### config.mk
export PLATFORM = sky130hd
export DESIGN_NAME = frame_buffer_scheduler
export DESIGN_NICKNAME = d
export VERILOG_FILES = /design/src/rtl/frame_buffer_scheduler_pkg.sv /design/src/rtl/frame_buffer_scheduler_render_watchdog.sv /design/src/rtl/frame_buffer_scheduler.sv
export SDC_FILE = /design/constraint.sdc
export NUM_CORES = 1
export LEC_CHECK = 0
export BUFFER_PORTS_ARGS = -buffer_cell sky130_fd_sc_hd__buf_4
export CAP_MARGIN = 15
export CORE_AREA = 4 4 62 106
export CTS_BUF_LIST = sky130_fd_sc_hd__clkbuf_4 sky130_fd_sc_hd__clkbuf_8
export DETAILED_ROUTE_END_ITERATION = 12
export DIE_AREA = 0 0 66 110
export PLACE_DENSITY = 0.78
export REMOVE_ABC_BUFFERS = 1
export SYNTH_ARGS = -nofsm -noshare
export SYNTH_HDL_FRONTEND = slang
export SYNTH_SLANG_ARGS = --single-unit
### constraint.sdc
create_clock -name clk -period 2.7 [get_ports clk]
set_input_delay 0.405 -clock clk [delete_from_list [all_inputs] [get_ports clk]]
set_output_delay 0.405 -clock clk [all_outputs]
set_load 0.01 [all_outputs]
### src/rtl/frame_buffer_scheduler_pkg.sv
// Shared definitions for the frame buffer scheduler.
//  - sched_state_t : scheduler FSM states
//  - FRAME0_BASE_DEF / FRAME1_BASE_DEF : default byte bases of the two frame
//    buffers. The port0/port1 DDR2 controllers use the same values.
//  - wd_count_width() : counter width needed by the render watchdog
package frame_buffer_scheduler_pkg;

  typedef enum logic [1:0] {
    ST_CALIB     = 2'd0,
    ST_RENDER    = 2'd1,
    ST_WAIT_SWAP = 2'd2,
    ST_SWAP      = 2'd3
  } sched_state_t;

  localparam int unsigned FB_ADDR_W_DEF   = 30;
  localparam logic [29:0] FRAME0_BASE_DEF = 30'h0000000;
  localparam logic [29:0] FRAME1_BASE_DEF = 30'h0400000;

  // The watchdog counter only has to reach timeout-1, so $clog2(timeout)
  // bits are enough; keep at least one bit for the degenerate settings.
  function automatic int unsigned wd_count_width(input int unsigned timeout);
    return (timeout > 32'd2) ? $clog2(timeout) : 32'd1;
  endfunction

endpackage

### src/rtl/frame_buffer_scheduler_render_watchdog.sv
// Render watchdog.
//  clk     : system clock
//  reset   : synchronous active-high reset
//  clear   : restart the count (render aborted / restarted)
//  run     : count this cycle (scheduler is rendering); low also clears
//  expired : high in the TIMEOUT_CYC-th consecutive running cycle since the
//            last clear; never asserted when TIMEOUT_CYC = 0
module frame_buffer_scheduler_render_watchdog
  import frame_buffer_scheduler_pkg::*;
#(
  parameter int unsigned TIMEOUT_CYC = 2**26
) (
  input  logic clk,
  input  logic reset,
  input  logic clear,
  input  logic run,
  output logic expired
);

  localparam int unsigned CW        = wd_count_width(TIMEOUT_CYC);
  localparam int unsigned LIMIT     = (TIMEOUT_CYC == 0) ? 0 : TIMEOUT_CYC - 1;
  localparam logic [CW-1:0] LIMIT_CNT = CW'(LIMIT);
  localparam bit ENABLE = (TIMEOUT_CYC != 0);

  logic [CW-1:0] count_reg;
  logic [CW-1:0] count_next;

  // The count saturates at the limit so it can never wrap back to zero and
  // miss an expiry if the owner does not clear it straight away.
  always_comb begin
    count_next = count_reg;
    if (clear || !run) begin
      count_next = '0;
    end else if (count_reg != LIMIT_CNT) begin
      count_next = count_reg + 1'b1;
    end
  end

  always_ff @(posedge clk) begin
    if (reset) begin
      count_reg <= '0;
    end else begin
      count_reg <= count_next;
    end
  end

  assign expired = ENABLE && run && (count_reg == LIMIT_CNT);

endmodule

### src/rtl/frame_buffer_scheduler.sv
// Double-buffered DDR2 frame store sequencer between the Mandelbrot render
// path (port0) and the HDMI display path (port1).
//  clk, reset       : clock, synchronous active-high reset
//  mem_calib_done   : DDR2 calibration complete (level)
//  update           : render parameters changed (pulse)
//  frame_ready      : render engine finished its frame (pulse)
//  end_frame        : display finished reading a frame (pulse)
//  start_render     : pulse, begin rendering into render_base
//  render_abort     : pulse, discard the in-progress render
//  render_sel/base  : buffer being written and its byte base
//  display_sel/base : buffer being read and its byte base
//  display_valid    : display buffer holds a complete frame
//  swap             : pulse on buffer exchange
//  frames_rendered  : completed swaps, wraps
//  timeout_err      : sticky, watchdog has fired since reset
// All outputs are registered.
module frame_buffer_scheduler
  import frame_buffer_scheduler_pkg::*;
#(
  parameter int unsigned ADDR_W = FB_ADDR_W_DEF,
  parameter logic [ADDR_W-1:0] FRAME0_BASE = ADDR_W'(FRAME0_BASE_DEF),
  parameter logic [ADDR_W-1:0] FRAME1_BASE = ADDR_W'(FRAME1_BASE_DEF),
  parameter int unsigned CNT_W = 16,
  parameter int unsigned TIMEOUT_CYC = 2**26
) (
  input  logic              clk,
  input  logic              reset,
  input  logic              mem_calib_done,
  input  logic              update,
  input  logic              frame_ready,
  input  logic              end_frame,
  output logic              start_render,
  output logic              render_abort,
  output logic              render_sel,
  output logic [ADDR_W-1:0] render_base,
  output logic              display_sel,
  output logic [ADDR_W-1:0] display_base,
  output logic              display_valid,
  output logic              swap,
  output logic [CNT_W-1:0]  frames_rendered,
  output logic              timeout_err
);

  sched_state_t state_reg, state_next;
  // Set by an abort; the matching start_render goes out one cycle later so
  // abort and start never share a cycle.
  logic pending_reg, pending_next;
  logic start_reg, start_next;
  logic abort_reg, abort_next;
  logic swap_reg, swap_next;
  logic rsel_reg, rsel_next;
  logic dsel_reg, dsel_next;
  logic valid_reg, valid_next;
  logic terr_reg, terr_next;
  logic [CNT_W-1:0]  frames_reg, frames_next;
  logic [ADDR_W-1:0] rbase_reg, rbase_next;
  logic [ADDR_W-1:0] dbase_reg, dbase_next;
  logic wd_expired;

  frame_buffer_scheduler_render_watchdog #(
    .TIMEOUT_CYC(TIMEOUT_CYC)
  ) u_watchdog (
    .clk    (clk),
    .reset  (reset),
    .clear  (abort_next),
    .run    (state_reg == ST_RENDER),
    .expired(wd_expired)
  );

  always_comb begin
    state_next   = state_reg;
    pending_next = pending_reg;
    start_next   = 1'b0;
    abort_next   = 1'b0;
    swap_next    = 1'b0;
    rsel_next    = rsel_reg;
    dsel_next    = dsel_reg;
    valid_next   = valid_reg;
    terr_next    = terr_reg;
    frames_next  = frames_reg;

    if (!mem_calib_done) begin
      // Losing calibration overrides everything; buffer roles are kept so
      // rendering resumes into the same buffer afterwards.
      state_next   = ST_CALIB;
      pending_next = 1'b0;
      valid_next   = 1'b0;
      abort_next   = (state_reg == ST_RENDER);
    end else begin
      case (state_reg)
        ST_CALIB: begin
          start_next = 1'b1;
          state_next = ST_RENDER;
        end
        ST_RENDER: begin
          if (update) begin
            abort_next   = 1'b1;
            pending_next = 1'b1;
          end else if (pending_reg) begin
            // frame_ready here cannot belong to the restarted render
            start_next   = 1'b1;
            pending_next = 1'b0;
          end else if (frame_ready) begin
            state_next = ST_WAIT_SWAP;
          end else if (wd_expired) begin
            abort_next   = 1'b1;
            pending_next = 1'b1;
            terr_next    = 1'b1;
          end
        end
        ST_WAIT_SWAP: begin
          if (update) begin
            start_next = 1'b1;
            state_next = ST_RENDER;
          end else if (end_frame || !valid_reg) begin
            // Exchange is made on entry so swap coincides with the new start.
            state_next  = ST_SWAP;
            rsel_next   = ~rsel_reg;
            dsel_next   = ~dsel_reg;
            valid_next  = 1'b1;
            swap_next   = 1'b1;
            start_next  = 1'b1;
            frames_next = frames_reg + 1'b1;
          end
        end
        ST_SWAP: begin
          state_next = ST_RENDER;
          // A parameter change on the swap cycle kills the render just begun.
          if (update) begin
            abort_next   = 1'b1;
            pending_next = 1'b1;
          end
        end
        default: state_next = ST_CALIB;
      endcase
    end

    rbase_next = rsel_next ? FRAME1_BASE : FRAME0_BASE;
    dbase_next = dsel_next ? FRAME1_BASE : FRAME0_BASE;
  end

  always_ff @(posedge clk) begin
    if (reset) begin
      state_reg   <= ST_CALIB;
      pending_reg <= 1'b0;
      start_reg   <= 1'b0;
      abort_reg   <= 1'b0;
      swap_reg    <= 1'b0;
      rsel_reg    <= 1'b0;
      dsel_reg    <= 1'b1;
      valid_reg   <= 1'b0;
      terr_reg    <= 1'b0;
      frames_reg  <= '0;
      rbase_reg   <= FRAME0_BASE;
      dbase_reg   <= FRAME1_BASE;
    end else begin
      state_reg   <= state_next;
      pending_reg <= pending_next;
      start_reg   <= start_next;
      abort_reg   <= abort_next;
      swap_reg    <= swap_next;
      rsel_reg    <= rsel_next;
      dsel_reg    <= dsel_next;
      valid_reg   <= valid_next;
      terr_reg    <= terr_next;
      frames_reg  <= frames_next;
      rbase_reg   <= rbase_next;
      dbase_reg   <= dbase_next;
    end
  end

  assign start_render    = start_reg;
  assign render_abort    = abort_reg;
  assign swap            = swap_reg;
  assign render_sel      = rsel_reg;
  assign display_sel     = dsel_reg;
  assign display_valid   = valid_reg;
  assign timeout_err     = terr_reg;
  assign frames_rendered = frames_reg;
  assign render_base     = rbase_reg;
  assign display_base    = dbase_reg;

endmodule

==> flow_metrics.tcl <==
set metrics [dict create \
    slew_headroom 0.5976 \
    worstHoldPathCells 2 \
    ir_worst_vdd_mv 0.2207 \
    grt_pass1_wl_mm 9.853 \
    die_h_um 110 \
    diodes 0 \
    worstPathRequired_ps 2940 \
    grt-ovfl-total 0 \
    drt_iter0_markers 160 \
    drtPass1Iterations 4 \
    clk_pin_slew_ps 90 \
    grt_pass1_vias 2229 \
    dp_hpwl_mm 4.845 \
    critPathArrivalTime_ps 2440 \
    skew_ps 8.332 \
    core-area_um2 5630 \
    largest_reg_flops 26 \
    fin_crit_ps 2196 \
    clock-sinks 52 \
    cts_resized 0 \
    status "completed" \
    area.growth.synth_to_final_pct 4.895 \
    ys_types 52 \
    worstPathCellList "ha_1 -> nand3_1 -> a211oi_1 -> or4b_1 -> a21oi_1" \
    max_stage_delay_ps 570 \
    rsz0062_at_grt "false" \
    synth_ff_type "dfxtp_1" \
    startpoint_type "flip-flop" \
    synthesis.area_um2 2990 \
    worstMarginPinSlew_ps 588.4 \
    period_share 0.8134 \
    fillers 526 \
    reg2regPathDepth 5 \
    std_cell_rows 36 \
    dpl_cell_area_um2 3044 \
    p_leak_nw 1.154 \
    synth-edff-count 0 \
    cts_buffer_depth 2 \
    reg2reg_to "u_watchdog.count_reg[18]" \
    htree_levels 2 \
    max_freq_mhz 455.3 \
    power.density_nw_per_um2 414.7 \
    gp_congestion 0.9157 \
    num_vias 2289 \
    layout-drive-gt1-share 0.1559 \
    r2r_start "u_watchdog.count_reg[0]" \
    crit_path_max_fanout 6 \
    cts_buffers 5 \
    ys_warn_count 0 \
    final_max_slew_viol_count 0 \
    fp.dieW_um 66 \
    initial_core_util 0.5311 \
    cp_slowest_cell "a211oi_1" \
    cap_violations 0 \
    holdPathEnd "state_reg[1]" \
    ys_async_sr_fraction 0 \
    postSynthCellCount 343 \
    detail_route.wl_per_cell_um 14.02 \
    postSynthAreaPerCell_um2 8.718 \
    cts_tree "yes" \
    setup_violations 0 \
    seq_area_frac_synth 0.3481 \
    die-area_um2 7260 \
    final_hold_viol_count 0 \
    layout_commonest_cell "conb_1" \
    numPortBuffers 30 \
    cts_root_buf "clkbuf_8" \
    final_cell_mix "conb_1 (58), dfxtp_1 (52), nor2_1 (45)" \
    drtAntennaViolNets 0 \
    ios 89 \
    postCtsSetupBuffers 0 \
    hp-start "update" \
    path_class "reg -> reg" \
    worstSkewPairLatency_ps 310 \
    drc 0 \
    drt-vias-per-instance 5.109 \
    hold_buffers 0 \
    finish.instance_area_um2 3137 \
    ys_ff_latch 52 \
    antenna_found_initial 0 \
    grt_usage 0.1699 \
    r2r_slack_ps 500 \
    finalWirelength_mm 6.283 \
    worstHoldPathType "in -> reg" \
    setup.worst_path.end_class "flip-flop" \
    nNetsFinal 379 \
    tns_ps 0 \
    grt_max_degree 27 \
]
[kinds of logic (layout without fill, tap and decap cells)]
group,after synthesis,after routing,share of synthesized area
flops,52,52,0.3481
xor+xnor,31,31,0.09079
fa+ha+maj,2,2,0.008367
buf+inv,78,50,0.1820
mux,2,2,0.006695
other cells,1,58,0.001254
simple gates,136,136,0.2598
compound gates,41,41,0.1029
[cells in the mapped netlist, types with 2 or more instances]
cell type	instances	area share
and4_1	3	0.0088
nor2_1	45	0.056
a2111oi_0	2	0.0059
or3_4	2	0.0075
inv_1	7	0.0088
o21ai_0	4	0.0067
buf_6	2	0.0075
xor2_1	6	0.018
buf_2	2	0.0033
buf_4	62	0.16
a21oi_1	12	0.020
mux2i_1	2	0.0067
nor4_4	3	0.021
or3_1	6	0.013
nor3_1	9	0.015
ha_1	2	0.0084
clkbuf_1	4	0.0050
a2111oi_2	2	0.010
nand2_1	19	0.024
dfxtp_1	52	0.35
nand4_1	12	0.025
nor4_1	6	0.013
nand2b_1	7	0.015
xnor2_1	25	0.073
a211oi_1	8	0.020
a31oi_1	2	0.0042
and3_1	2	0.0042
nand3_1	11	0.018
[critical path, delay by kind of cell, from the launching register on]
family | cells | cell delay [ps]
adders and majority gates | 1 | 230
DFF | 1 | 410
AOI/OAI and AO/OA | 2 | 720
and+or+nand+nor | 2 | 770
[layout make-up]
cell class / instances / area, µm² / share of cell area
Clock inverter: 2 / 16.27 / 0.005185
Tap cell: 76 / 95.09 / 0.03032
Inverter: 7 / 26.28 / 0.008377
Clock buffer: 6 / 76.32 / 0.02433
Timing Repair Buffer: 35 / 262.8 / 0.08377
Multi-Input combinational cell: 270 / 1619 / 0.5162
Sequential cell: 52 / 1041 / 0.3319
[where the power goes]
group	internal [mW]	leakage, nW	switching, mW
sequential	0.769	0.419	0.00343
clock	0.195	0.0448	0.263
combinational	0.0130	0.689	0.0566
[routing by layer]
layer / vias up / share of wire / wire length, µm / global-route usage
met5: - / 0 / 0 / 0
met4: 0 / 0.030 / 186 / 0.08866
met3: 15 / 0.038 / 240 / 0.02738
met2: 65 / 0.57 / 3564 / 0.3338
met1: 1081 / 0.36 / 2291 / 0.1635
li1: 1128 / - / - / -
[through the flow]
step                      worst slack [ps]  std cells  hold WS, ps  total power, mW  utilization
after global placement               616.9        440        470.6           0.8564       0.5407
after detailed placement             548.9        440        464.5           0.8570       0.5407
after CTS                            522.2        448        328.9            1.315       0.5571
final                                503.7        448        335.9            1.301       0.5571
after global routing                 345.5        448        337.1            1.350       0.5571
after floorplan                      93.94        329        461.2           0.8373            -
[how the worst max path moves through the flow]
| stage | startpoint | endpoint | slack (ps) | cells past startpoint |
|---|---|---|---|---|
| 2_1_floorplan | u_watchdog.count_reg[16] | u_watchdog.count_reg[20] | 90 | 5 |
| 3_3_place_gp | u_watchdog.count_reg[0] | u_watchdog.count_reg[18] | 620 | 5 |
| 3_5_place_dp | u_watchdog.count_reg[0] | u_watchdog.count_reg[18] | 550 | 5 |
| 4_1_cts | u_watchdog.count_reg[0] | u_watchdog.count_reg[18] | 520 | 5 |
| 5_1_grt | u_watchdog.count_reg[0] | u_watchdog.count_reg[11] | 350 | 6 |
| 6_report | u_watchdog.count_reg[0] | u_watchdog.count_reg[18] | 500 | 5 |
Note: power is estimated with default switching activity, not from simulation.
